$ cat src/rtl/dmem_stage.sv
// MEM-stage data memory: direct-mapped, write-through, no-write-allocate cache
// with single-word lines, backed by a req/ack memory port.
module dmem_stage #(
  parameter int LINES  = 8,
  parameter int IDX_W  = 3,
  parameter int DATA_W = 16
) (
  input  logic              clk,
  input  logic              rst,
  input  logic              rd_en,
  input  logic              wr_en,
  input  logic [DATA_W-1:0] addr,
  input  logic [DATA_W-1:0] wr_data,
  output logic              stall,
  output logic [DATA_W-1:0] rd_out,
  output logic              rd_valid,
  output logic              mem_req,
  output logic              mem_we,
  output logic [DATA_W-1:0] mem_addr,
  output logic [DATA_W-1:0] mem_wdata,
  input  logic              mem_ack,
  input  logic [DATA_W-1:0] mem_rdata
);

  localparam int TAG_W = DATA_W - IDX_W;

  typedef enum logic [1:0] {IDLE, RD_MISS, WR_THRU, DONE} state_t;

  state_t              state_q, state_d;
  logic [LINES-1:0]    valid_q, valid_d;
  logic [TAG_W-1:0]    tag_q  [LINES];
  logic [TAG_W-1:0]    tag_d  [LINES];
  logic [DATA_W-1:0]   data_q [LINES];
  logic [DATA_W-1:0]   data_d [LINES];
  logic [DATA_W-1:0]   rd_out_q, rd_out_d;
  logic                rd_valid_q, rd_valid_d;
  logic                mem_req_q, mem_req_d;
  logic                mem_we_q, mem_we_d;
  logic [DATA_W-1:0]   mem_addr_q, mem_addr_d;
  logic [DATA_W-1:0]   mem_wdata_q, mem_wdata_d;

  logic [IDX_W-1:0]    idx;
  logic [TAG_W-1:0]    tag;
  logic                hit;

  assign idx = addr[IDX_W-1:0];
  assign tag = addr[DATA_W-1:IDX_W];
  assign hit = valid_q[idx] && (tag_q[idx] == tag);

  always_comb begin
    state_d     = state_q;
    valid_d     = valid_q;
    tag_d       = tag_q;
    data_d      = data_q;
    rd_out_d    = rd_out_q;
    rd_valid_d  = 1'b0;
    mem_req_d   = mem_req_q;
    mem_we_d    = mem_we_q;
    mem_addr_d  = mem_addr_q;
    mem_wdata_d = mem_wdata_q;
    stall       = 1'b0;

    case (state_q)
      IDLE: begin
        stall = wr_en | (rd_en & ~hit);
        // A simultaneous read+write is a store only.
        if (wr_en) begin
          state_d     = WR_THRU;
          mem_req_d   = 1'b1;
          mem_we_d    = 1'b1;
          mem_addr_d  = addr;
          mem_wdata_d = wr_data;
        end else if (rd_en) begin
          if (hit) begin
            rd_out_d   = data_q[idx];
            rd_valid_d = 1'b1;
          end else begin
            state_d    = RD_MISS;
            mem_req_d  = 1'b1;
            mem_we_d   = 1'b0;
            mem_addr_d = addr;
          end
        end
      end
      RD_MISS: begin
        stall = 1'b1;
        if (mem_ack && mem_req_q) begin
          valid_d[idx] = 1'b1;
          tag_d[idx]   = tag;
          data_d[idx]  = mem_rdata;
          mem_req_d    = 1'b0;
          state_d      = IDLE;
        end
      end
      WR_THRU: begin
        stall = 1'b1;
        if (mem_ack && mem_req_q) begin
          mem_req_d = 1'b0;
          state_d   = DONE;
        end
      end
      DONE: begin
        if (wr_en && hit) begin
          data_d[idx] = wr_data;
        end
        state_d = IDLE;
      end
      default: state_d = IDLE;
    endcase
  end

  always_ff @(posedge clk) begin
    if (rst) begin
      state_q     <= IDLE;
      valid_q     <= '0;
      rd_out_q    <= '0;
      rd_valid_q  <= 1'b0;
      mem_req_q   <= 1'b0;
      mem_we_q    <= 1'b0;
      mem_addr_q  <= '0;
      mem_wdata_q <= '0;
    end else begin
      state_q     <= state_d;
      valid_q     <= valid_d;
      rd_out_q    <= rd_out_d;
      rd_valid_q  <= rd_valid_d;
      mem_req_q   <= mem_req_d;
      mem_we_q    <= mem_we_d;
      mem_addr_q  <= mem_addr_d;
      mem_wdata_q <= mem_wdata_d;
    end
  end

  // Tag and data contents are meaningless while the valid bit is clear.
  always_ff @(posedge clk) begin
    tag_q  <= tag_d;
    data_q <= data_d;
  end

  assign rd_out    = rd_out_q;
  assign rd_valid  = rd_valid_q;
  assign mem_req   = mem_req_q;
  assign mem_we    = mem_we_q;
  assign mem_addr  = mem_addr_q;
  assign mem_wdata = mem_wdata_q;

endmodule

$ cat config.mk
export PLATFORM = sky130hd
export DESIGN_NAME = dmem_stage
export DESIGN_NICKNAME = d
export VERILOG_FILES = /design/src/rtl/dmem_stage.sv
export SDC_FILE = /design/constraint.sdc
export NUM_CORES = 1
export LEC_CHECK = 0
export CORE_MARGIN = 2
export CORE_UTILIZATION = 45
export CTS_CLUSTER_DIAMETER = 200
export CTS_CLUSTER_SIZE = 25
export DETAILED_ROUTE_END_ITERATION = 12
export GPL_ROUTABILITY_DRIVEN = 0
export PLACE_DENSITY = 0.66
export SETUP_SLACK_MARGIN = 0.2
export SYNTH_ARGS = -nofsm -noshare
export SYNTH_HDL_FRONTEND = slang
export SYNTH_SLANG_ARGS = --single-unit
$ cat constraint.sdc
create_clock -name clk -period 4.85 [get_ports clk]
set_clock_uncertainty 0.1 [all_clocks]
set_input_delay 0.97 -clock clk [delete_from_list [all_inputs] [get_ports clk]]
set_output_delay 0.97 -clock clk [all_outputs]
set_load 0.005 [all_outputs]
# Yosys cells after proc, flatten, opt, wreduce, memory -nomap -nowiden
# Index checks and enable logic that the tools add are counted.
# totals
elab_cells,104
reg_bits,293
# op_classes
n_eq_ne,11
n_lt_le_gt_ge,4
bitwise_logic,8
reduce_logical,18
muxes,39
# ops
operator,n
bitwise mux 128 bit,2
two-way mux 128 bit,2
case mux 128 bit (2 select lines),1
bitwise mux 104 bit,1
two-way mux 16 bit,6
binary-select mux 16 bit (select 3 bit),1
demux 16 bit (select 3 bit),1
binary-select mux 13 bit (select 3 bit),1
demux 13 bit (select 3 bit),1
two-way mux 13 bit,3
== test 13 bit,1
AND reduction 4 bit,3
two-way mux 1 bit,10
two-way mux 2 bit,5
"inequality test 2 bit, second input constant",4
OR 8 bit,1
case mux 2 bit (4 select lines),1
"inequality test 3 bit, second input constant",2
AND reduction 3 bit,2
nonzero test 2 bit,3
logical AND 1 bit,5
"== test 2 bit, second input constant",2
"greater-or-equal comparator 4 bit, second input constant",1
"< comparator 3 x 4 -> 1 bit, second input constant",1
15 further kinds,20

# Longest topological paths before layout
# logic_depth
ltp_word,10
depth_mapped,13
mapped_depth_nobuf,8

# Worst setup path before layout
# No wires, ideal clock.
# synth_path
kind,input to output
from,input port addr[1]
to,output port stall
arrival_time_ns,3.568
stages,12
slack_ns,0.212
cell_sequence,buf_4 buf_6 mux4_2 mux2i_1 xor2_1 o221ai_1 or4_1 o21a_1 a21o_1 buf_4 buf_6 o21a_1
# synth_via
elab_chain_cells,10
elab_cells_between_ends,12
cone_classes,1 x eq/ne; 6 x mux; 4 x bitwise; 1 x reduce/logical
# synth_rtl
item,line_no,source
from (decl),12,"input logic [DATA_W-1:0] addr,"
NOT 3 -> 4 bit (implied by the code),48,assign hit = valid_q[idx] && (tag_q[idx] == tag);
binary-select mux 13 bit (select 3 bit),48,
two-way mux 13 bit (implied by the code) (2 in a row),48,
== test 13 bit,48,
logical AND 1 bit *,48,
NOT 1 bit *,65,stall = wr_en | (rd_en & ~hit);
AND 1 bit *,65,
OR 1 bit *,65,
case mux 1 bit (2 select lines) *,63,case (state_q)
to (decl),14,"output logic stall,"
# Mark *: on every way between the ends. The rest lies on a longest branch, timed or not. The select of a mux whose other input is x is not followed.

# Final worst setup path
# Same ends and word-level chain as after synthesis.

==> impl_results.md <==
- Warnings from Yosys: 0
- Initial Util: 45.4%
- Initial DRC count: 817
- Critical path arrival: 3.55 ns
- Synth top area share: 57.6%
- Synth Flop Type: edfxtp_1
- First-pass iteration count of the detailed router: 5
- Final Cycle Share: 95.2%
- CTS root buffer: clkbuf_16
- Largest net degree at the start of global routing: 49
- Max_slew headroom: 27.3%
- Final core occ: 54.5%
- GRT overflow: 0
- First-pass GRT wire length: 46.9 mm
- # DRC: 0
- Post-synthesis cell count: 914
- Cell area after layout: 0.0145 mm^2
- Cell area after synthesis: 0.0121 mm^2
- Core area: 0.0267 mm^2
- Vias per cell: 5.60
- Seq/Total Area, Yosys: 67.7%
- CTS sink cnt: 293
- Clock latency on the worst-skew pair: 0.49 ns
- WP buf/inv: 5
- Worst Path Required: 3.78 ns
- Area growth syn-to-layout: 20.1%
- Pleak: 5.02 nW
- Top-count cell post-synth: edfxtp_1
- HP Class: register to register
- Die height: 168 um
- Port bufs: 104
- Diodes inserted: 0
- Layout Nets: 1131
- CP max FO: 7
- Status: finished, final reports clean
- CTS tree: built
- Detailed Route WL: 30.5 mm
- Initial antenna violation count: 1
- Crit path time final: 4.62 ns
- Clock Path Buffers: 3
- Crit end category: output pin
- Tot GR Track Use: 21.8%
- Commonest cells post-synth: edfxtp_1 (232), nor2_1 (173), mux2i_1 (75)
- Pwr/cell area: 343 mW/mm^2
- Startpoint type of the worst setup path: primary input
- Unrepaired setup endpoints after global routing: true
- Syn Nets: 971
- Fin Hold WS: 0.360 ns
- Vias in the first global route: 7921
- Maximum VDD drop: 0.000284 V
- Vias post-DR: 7957
- Critical-path cell list: buf_6, buf_12, buf_8, buf_6, nand2b_4, o22ai_4, nor3_2, or4b_1, or4_4, o21a_1, a21o_1, o21a_1, buf_2
- FMAX: 217 MHz
- Dpl cells: 1391
- Post-place instance area: 0.0140 mm^2
- Post-synth EDFFs: 232
- Hold_buf cts: 0
- Htree depth: 1
- Leading area contributor after synthesis: edfxtp_1
- Antenna-violating nets left: 0
- CP peak stage delay: 0.56 ns
- Die Span X: 168 um
- Number of unique standard cell types used by synthesis: 51
- Worst Tran Pin Value: 1.06 ns
- R2r setup slk: 1.42 ns
- Top post-synthesis cells by area: edfxtp_1 (58%), dfxtp_1 (10%), mux2i_1 (6.2%)
- Reg clk slew, reported paths: 0.10 ns
- Slew Viols, Final: 0
- CTS Buf Count: 15
- Share of cells above drive strength 1: 14.2%
- Maxcap violations: 0
- CP top delay family: simple AND/OR/NAND/NOR gates
- # IOs: 105
- Syn avg cell area: 13.2 um^2
- # setup viols final: 0
- Routed len/inst: 21.5 um
- Synthesized flop and latch total: 293
- Post-detail-place hpwl: 20.2 mm
- Die area: 0.0282 mm^2
- Setup Total Neg Slack: 0 ns
- CP Class: primary input to output pin
- Hold Fails Final Rpt: 0
- Fin cells: 1422
- FFs w/ async S/R, synth: 0%
- Row count: 60
- Max stage delay cell, worst path: or4_4
-- through the flow --
step	setup WS (ns)	total power, W
2_1_floorplan	0.212	0.00331
3_3_place_gp	-0.473	0.00367
3_5_place_dp	-0.455	0.00367
4_1_cts	0.269	0.00499
5_1_grt	0.175	0.00515
6_report	0.235	0.00498
-- metal layers --
| layer | vias up | wire, um | track usage [%] |
|---|---|---|---|
| met3 | 48 | 2300 | 3.83 |
| met4 | 2 | 580 | 5.44 |
| li1 | 3650 | - | - |
| met2 | 323 | 13700 | 34.0 |
| met5 | - | 13 | 0 |
| met1 | 3934 | 14000 | 31.8 |
-- where the power goes --
group          internal, W  switching (W)  total [W]  leakage, nW
Combinational     0.000373       0.000418   0.000791         2.20
Sequential         0.00279      0.0000498    0.00284         2.62
Clock             0.000588       0.000756    0.00134        0.199
-- timing repair --
| action | CTS | global route |
|---|---|---|
| resized for setup | 15 | 12 |
| pin swaps | 5 | 9 |
| hold endpoints to repair | 0 | 0 |
| buffers inserted | 4 | 3 |
| endpoints found under the setup margin | 1 | 1 |
-- worst paths after layout --
path	start	end	depth (start not counted)
worst max-delay path	addr[1]	stall	13
worst min register to register	rd_out[14]	rd_out[14]	2
worst max register to register	tag_q[82]	data_q[82]	11
worst min-delay path	rd_out[14]	rd_out[14]	2
-- area by class of cell --
type                            instances  area, um^2
Fill cell                            2203       12100
Sequential cell                       293        8190
Multi-Input combinational cell        559        3650
Timing Repair Buffer                  198        1820
Tap cell                              341         427
Clock buffer                           23         405
Inverter                                7        26.3
Clock inverter                          1        8.76
-- cells in the final DEF, fill, tap and decap left out, types with 4 or more instances in the layout --
cell             instances
a21oi_1                 34
a221oi_1                 9
a22o_1                  12
a22oi_1                 36
a31o_1                   9
and2_1                   4
buf_12                   6
buf_4                   87
clkbuf_1                 8
clkbuf_16               15
clkdlybuf4s50_1         99
dfxtp_1                 61
edfxtp_1               232
ha_1                     4
inv_1                    6
mux2_2                  11
mux2i_1                 74
mux4_2                  12
nand2_1                 63
nand2b_1                35
nor2_1                 173
nor3_1                   5
o21ai_0                 10
o22ai_1                  4
or3_1                    7
xnor2_1                  4
-- tightest hold or removal path, stage by stage (launching register included) --
cell     delay (ns)
dfxtp_1        0.32
nand2_1        0.05
a21oi_1        0.05
-- registers in the layout (all words and copies together), names as in the netlist --
| name | count |
|---|---|
| mem_req | 1 |
| mem_wdata | 16 |
| valid_q | 8 |
| data_q | 128 |
| mem_we | 1 |
| rd_valid | 1 |
| mem_addr | 16 |
| tag_q | 104 |
| state_q | 2 |
| rd_out | 16 |
-- kinds of logic after synthesis --
kind of cell,after synthesis,synth area share [%]
xor gates and xnor gates,6,0.434
adders and majority gates,4,0.414
buffers and inverters,62,2.60
muxes,100,9.65
DFF,293,67.7
and+or+nand+nor,311,11.2
AOI/OAI and AO/OA,138,8.05
(Power assumes the default switching activity.)
